$ cat config.mk
export PLATFORM = sky130hd
export DESIGN_NAME = param_queue_flat
export DESIGN_NICKNAME = d
export VERILOG_FILES = /design/src/rtl/param_queue_pkg.sv /design/src/rtl/param_queue_if.sv /design/src/rtl/param_queue_ram.sv /design/src/rtl/param_queue.sv /design/src/flat_wrapper.sv
export SDC_FILE = /design/constraint.sdc
export NUM_CORES = 1
export LEC_CHECK = 0
export BUFFER_PORTS_ARGS = -buffer_cell sky130_fd_sc_hd__buf_2
export CORE_ASPECT_RATIO = 1.75
export CORE_MARGIN = 5
export CORE_UTILIZATION = 50
export CTS_BUF_LIST = sky130_fd_sc_hd__clkbuf_16
export CTS_CLUSTER_SIZE = 12
export DETAILED_ROUTE_END_ITERATION = 6
export PLACE_DENSITY = 0.77
export SLEW_MARGIN = 20
export SYNTH_ARGS = -nofsm -noshare
export SYNTH_HDL_FRONTEND = slang
export SYNTH_HIERARCHICAL = 1
export SYNTH_SLANG_ARGS = --single-unit
export TNS_END_PERCENT = 50
$ cat constraint.sdc
create_clock -name clock -period 21.8 [get_ports clock]
set_input_delay 0 -clock clock [delete_from_list [all_inputs] [get_ports clock]]
set_output_delay 0 -clock clock [all_outputs]
set_load 0.01 [all_outputs]
$ cat src/rtl/param_queue_pkg.sv
// rtl/param_queue_pkg.sv - width helpers shared by every queue and queue RAM instance
package queue_pkg;

    function automatic int ptr_w(input int depth);
        return (depth <= 1) ? 1 : $clog2(depth);
    endfunction

    function automatic int cnt_w(input int depth);
        return (depth < 1) ? 1 : $clog2(depth + 1);
    endfunction

endpackage

$ cat src/rtl/param_queue_if.sv
// rtl/param_queue_if.sv - enqueue/dequeue ready/valid bundle for param_queue
interface param_queue_if #(
    parameter int WIDTH = 122
);
    logic             enq_valid;
    logic             enq_ready;
    logic [WIDTH-1:0] enq_bits;
    logic             deq_valid;
    logic             deq_ready;
    logic [WIDTH-1:0] deq_bits;

    modport master (
        output enq_valid, enq_bits, deq_ready,
        input  enq_ready, deq_valid, deq_bits
    );

    modport slave (
        input  enq_valid, enq_bits, deq_ready,
        output enq_ready, deq_valid, deq_bits
    );
endinterface

$ cat src/rtl/param_queue_ram.sv
// rtl/param_queue_ram.sv - queue storage, one clocked write port and one combinational read port
module queue_ram
    import queue_pkg::*;
#(
    parameter int  WIDTH = 122,
    parameter int  DEPTH = 2,
    localparam int AW    = ptr_w(DEPTH)
) (
    input  logic             clock,
    input  logic             W_en,
    input  logic [AW-1:0]    W_addr,
    input  logic [WIDTH-1:0] W_data,
    input  logic             R_en,
    input  logic [AW-1:0]    R_addr,
    output logic [WIDTH-1:0] R_data
);

    logic [WIDTH-1:0] mem [DEPTH];

    always_ff @(posedge clock) begin
        if (W_en) begin
            mem[W_addr] <= W_data;
        end
    end

    assign R_data = R_en ? mem[R_addr] : {WIDTH{1'bx}};

endmodule

$ cat src/rtl/param_queue.sv
// rtl/param_queue.sv - parametrised ready/valid FIFO with optional pipe/flow modes and occupancy
module param_queue
    import queue_pkg::*;
#(
    parameter int  WIDTH     = 122,
    parameter int  DEPTH     = 2,
    parameter int  PIPE      = 0,
    parameter int  FLOW      = 0,
    parameter int  AFULL_LVL = DEPTH - 1,
    localparam int CNT_W     = cnt_w(DEPTH)
) (
    input  logic             clock,
    input  logic             reset,
    param_queue_if.slave     io,
    output logic [CNT_W-1:0] count,
    output logic             almost_full
);

    localparam int               PTR_W   = ptr_w(DEPTH);
    localparam logic [PTR_W-1:0] LAST    = PTR_W'(DEPTH - 1);
    localparam logic [CNT_W-1:0] DEPTH_C = CNT_W'(DEPTH);

    logic [PTR_W-1:0] enq_ptr;
    logic [PTR_W-1:0] deq_ptr;
    logic             maybe_full;
    logic             ptr_match;
    logic             empty;
    logic             full;
    logic             do_enq;
    logic             do_deq;
    logic             flow_thru;
    logic             enq_fire;
    logic             deq_fire;
    logic [WIDTH-1:0] ram_rdata;
    logic [CNT_W-1:0] enq_ext;
    logic [CNT_W-1:0] deq_ext;

    function automatic logic [PTR_W-1:0] next_ptr(input logic [PTR_W-1:0] p);
        return (p == LAST) ? '0 : p + 1'b1;
    endfunction

    assign ptr_match = (enq_ptr == deq_ptr);
    assign empty     = ptr_match & ~maybe_full;
    assign full      = ptr_match & maybe_full;

    assign io.enq_ready = ~full | ((PIPE != 0) & io.deq_ready);
    assign io.deq_valid = ~empty | ((FLOW != 0) & io.enq_valid);
    assign io.deq_bits  = ((FLOW != 0) && empty) ? io.enq_bits : ram_rdata;

    assign do_enq = io.enq_valid & io.enq_ready;
    assign do_deq = io.deq_valid & io.deq_ready;

    // A forwarded beat bypasses storage entirely, so neither side counts as a state update.
    assign flow_thru = (FLOW != 0) & empty & do_deq;
    assign enq_fire  = do_enq & ~flow_thru;
    assign deq_fire  = do_deq & ~flow_thru;

    always_ff @(posedge clock or negedge reset) begin
        if (!reset) begin
            enq_ptr    <= '0;
            deq_ptr    <= '0;
            maybe_full <= 1'b0;
        end else begin
            if (enq_fire) begin
                enq_ptr <= next_ptr(enq_ptr);
            end
            if (deq_fire) begin
                deq_ptr <= next_ptr(deq_ptr);
            end
            if (enq_fire != deq_fire) begin
                maybe_full <= enq_fire;
            end
        end
    end

    assign enq_ext = CNT_W'(enq_ptr);
    assign deq_ext = CNT_W'(deq_ptr);

    always_comb begin
        if (full) begin
            count = DEPTH_C;
        end else if (enq_ptr >= deq_ptr) begin
            count = enq_ext - deq_ext;
        end else begin
            count = enq_ext + DEPTH_C - deq_ext;
        end
    end

    assign almost_full = (int'(count) >= AFULL_LVL);

    queue_ram #(
        .WIDTH (WIDTH),
        .DEPTH (DEPTH)
    ) u_ram (
        .clock  (clock),
        .W_en   (enq_fire),
        .W_addr (enq_ptr),
        .W_data (io.enq_bits),
        .R_en   (~empty),
        .R_addr (deq_ptr),
        .R_data (ram_rdata)
    );

endmodule

$ cat src/flat_wrapper.sv
// flat-port wrapper written by rule: the top's interface ports become plain ports
module param_queue_flat import queue_pkg::*;
#(
    parameter int  WIDTH     = 122,
    parameter int  DEPTH     = 2,
    parameter int  PIPE      = 0,
    parameter int  FLOW      = 0,
    parameter int  AFULL_LVL = DEPTH - 1,
    localparam int CNT_W     = cnt_w(DEPTH)
)
  (clock, reset, count, almost_full, io_enq_valid, io_enq_bits, io_deq_ready, io_enq_ready, io_deq_valid, io_deq_bits);
  param_queue_if #(.WIDTH(WIDTH)) io_i ();
  input  logic clock;
  input  logic reset;
  output logic [CNT_W-1:0] count;
  output logic almost_full;
  input wire logic [$bits(io_i.enq_valid)-1:0] io_enq_valid;
  input wire logic [$bits(io_i.enq_bits)-1:0] io_enq_bits;
  input wire logic [$bits(io_i.deq_ready)-1:0] io_deq_ready;
  output wire logic [$bits(io_i.enq_ready)-1:0] io_enq_ready;
  output wire logic [$bits(io_i.deq_valid)-1:0] io_deq_valid;
  output wire logic [$bits(io_i.deq_bits)-1:0] io_deq_bits;
  assign io_i.enq_valid = io_enq_valid;
  assign io_i.enq_bits = io_enq_bits;
  assign io_i.deq_ready = io_deq_ready;
  assign io_enq_ready = io_i.enq_ready;
  assign io_deq_valid = io_i.deq_valid;
  assign io_deq_bits = io_i.deq_bits;
  param_queue #(.WIDTH(WIDTH), .DEPTH(DEPTH), .PIPE(PIPE), .FLOW(FLOW), .AFULL_LVL(AFULL_LVL)) u_core (.clock(clock), .reset(reset), .io(io_i), .count(count), .almost_full(almost_full));
endmodule
==> results.py <==
metrics = {
    "yosys": {
        "synth_cell_types": 16,
        "postSynthCellCount": 402,
        "synthMuxAreaShare": 0.179,
        "synth_area_sq_um": 9330,
        "synth-simple-area-share": 0.00590,
        "synth-xor-area-share": 0.00188,
        "synthAdderAreaFrac": 0.00268,
        "post_synth.cell_area_avg_sq_um": 23.2,
        "ys_seq_area_frac": 0.793,
        "synth_seq_cells": 247,
        "synth_compound_area_frac": 0.00107,
        "synth_top_family_by_area": "multiplexers",
        "syn_nets": 530,
        "yosys_warnings": 6,
    },
    "final_layout": {
        "drive_above_1_share": 0.506,
        "area_growth_pct": 37.0,
        "final_area_sq_um": 12800,
        "fin_nets": 926,
    },
    "cts": {
        "cts.sinks": 247,
        "path_clk_slew_ps": 60,
        "cts_root_buf": "clkbuf_16",
        "clk_latency_ps": 500,
        "clock_path_buffers": 3,
        "numCtsBuffers": 24,
        "cts_setup_buffers": 0,
        "htreeDepth": 1,
        "cts_tree": "built",
    },
    "setup_path": {
        "rr_worst_depth": 6,
        "cp_max_fo": 69,
        "cp_data_required_time_ps": 21910,
        "r2r_end": "u_core/u_ram/mem[1][111]",
        "r2r_slack_ps": 18330,
        "worstPathArrival_ps": 3580,
        "path_delay_family": "buffers and inverters",
        "r2r_start": "u_core/deq_ptr",
        "worst-path-buf-inv": 2,
        "start_kind": "register",
        "worstPathCellList": "ha_1, nand2_1, nand2_2, inv_1, and2_4, buf_4",
        "worstSetupEndpointType": "register",
        "cpMaxStageDelayCell": "buf_4",
        "crit_type": "register to register",
        "slowest_delay_ps": 840,
    },
    "power_and_ir_drop": {
        "p_leak_uw": 0.00512,
        "ir_drop_uv": 152,
        "power_density_nw_per_um2": 128,
    },
    "route": {
        "wl_per_cell_um": 19.8,
        "viasPerCell": 4.94,
        "drtIter0Drc": 195,
        "first_pass_iters": 6,
        "ant_nets": 0,
        "vias": 5186,
        "wl_mm": 20.8,
        "drc": 0,
    },
    "sta": {
        "relSlewSlack": 0.381,
        "finalSetupViolations": 0,
        "worstMarginPinSlew_ps": 929,
        "fmax_mhz": 288,
        "hold_viol_final": 0,
        "fin_setup_tns_ps": 0,
        "hold_ws_ps": 222,
        "skew_ps": 9.68,
        "rsz0062_at_grt": "false",
        "post-route-period-util": 0.159,
        "drv_slew": 0,
        "min_period_ps": 3470,
    },
    "placement": {
        "gp_congestion": 0.749,
        "portBuffers": 252,
        "dp_hpwl_mm": 12.6,
        "dpl_cell_area_sq_um": 10800,
    },
    "global_routing": {
        "grt_pass1_vias": 5779,
        "grt_max_degree": 70,
        "grt_usage": 0.187,
        "globalRouteOverflowTotal": 0,
        "grt_pass1_wl_mm": 31.1,
        "antenna_found_initial": 4,
    },
    "min_path": {
        "hold_depth": 2,
        "holdPathEnd": "u_core/u_ram/mem[1][106]",
        "hp-start": "io_enq_bits[106]",
        "hold_class": "primary input to register",
    },
    "die": {
        "core_sq_um": 18500,
        "ioPinCount": 253,
        "dieWidth_um": 113,
        "rows": 66,
        "dieArea_sq_um": 21600,
        "initial_core_util": 0.504,
        "die_y_um": 191,
    },
    "status": {
        "status": "completed",
    },
    "flow_run": {
        "maxCapViolations": 0,
    },
}
## area by class of cell
type / count / area (sq um)
antenna: 4 / 10.0
clock buffer: 25 / 626
clock inverter: 11 / 67.6
fill: 1181 / 5720
inverter: 3 / 11.3
multi-input combinational: 138 / 1790
sequential: 247 / 7410
tap: 238 / 298
timing repair buffer: 384 / 2570
## what timing repair did
action / 4_1_cts / 5_1_grt
hold buffers: 127 / 0
resized for setup: 0 / 0
endpoints found under the hold margin: 250 / 0
## routing by layer
layer / global-route usage / share of wire
met5: 0 / 0
met4: 0.0842 / 0.041
met3: 0.0279 / 0.056
met2: 0.358 / 0.56
met1: 0.200 / 0.34
## cell usage after synthesis
cell type    n  area share
a21oi_1      2      0.0011
and2_1       1     0.00067
buf_2        4      0.0021
buf_6        9       0.011
buf_8        1      0.0016
dfrtp_1      3      0.0080
edfxtp_1   244        0.79
ha_1         2      0.0027
inv_1        3      0.0012
mux2_2      42       0.051
mux2_4      80        0.13
nand2_1      3      0.0012
nand2_2      1     0.00067
nand2b_1     4      0.0027
nor2b_1      1     0.00067
xnor2_1      2      0.0019
## placed cells by master (no fill, tap or decap), types with 2 or more instances in the layout
master and count:
dfrtp_1 2, ha_1 2, xnor2_1 2, clkbuf_16 25, nand2b_1 4, mux2_2 42, a21oi_1 2, buf_2 252
edfxtp_1 244, mux2_4 80, diode_2 4, dlygate4sd3_1 127, inv_1 13, nand2_1 3, buf_4 5
## through the flow
| stage | std cells | utilization | total power, uW | setup slack [ps] |
|---|---|---|---|---|
| 6_report | 1050 | 0.691 | 1630 | 18330 |
| 5_1_grt | 1050 | 0.691 | 1710 | 18130 |
| 4_1_cts | 1046 | 0.690 | 1640 | 18340 |
| 3_5_place_dp | 883 | 0.584 | 1250 | 18370 |
| 3_3_place_gp | 883 | 0.584 | 1230 | 18500 |
| 2_1_floorplan | 402 | - | 1090 | 14720 |
## state kept, by name, indices dropped and copies added, names as in the netlist
name / flops
u_core/deq_ptr: 1
u_core/maybe_full: 1
u_core/enq_ptr: 1
u_core/u_ram/mem: 244
## report_power, final
part	switching (uW)	leakage, uW	internal, uW	total [uW]
sequential	45.7	0.00230	669	714
combinational	282	0.00244	267	550
clock	153	0.000376	215	368
## how the worst max path moves through the flow
| stage | from | to | cells past startpoint |
|---|---|---|---|
| detailed placement | u_core/deq_ptr | u_core/u_ram/mem[1][39] | 6 |
| CTS | u_core/deq_ptr | u_core/u_ram/mem[1][42] | 6 |
| global placement | u_core/deq_ptr | u_core/u_ram/mem[1][30] | 6 |
| global route | u_core/deq_ptr | u_core/u_ram/mem[1][80] | 6 |
| finish | u_core/deq_ptr | u_core/u_ram/mem[1][111] | 6 |
| floorplan | u_core/enq_ptr | u_core/u_ram/mem[0][0] | 6 |
## cells by family (layout without fill, tap and decap cells)
family / after synthesis / after routing
AOI/OAI and AO/OA: 2 / 2
adders and majority gates: 2 / 2
and+or+nand+nor: 10 / 10
muxes: 122 / 122
DFF: 247 / 247
buffers and inverters: 17 / 423
other: 0 / 4
xor gates and xnor gates: 2 / 2
## worst register-to-register path, cell delays in order (launching register included)
cell     delay [ps]
dfrtp_4         780
ha_1            400
nand2_1         170
nand2_2         110
inv_1            90
and2_4          620
buf_4           870
(Power assumes the default switching activity.)
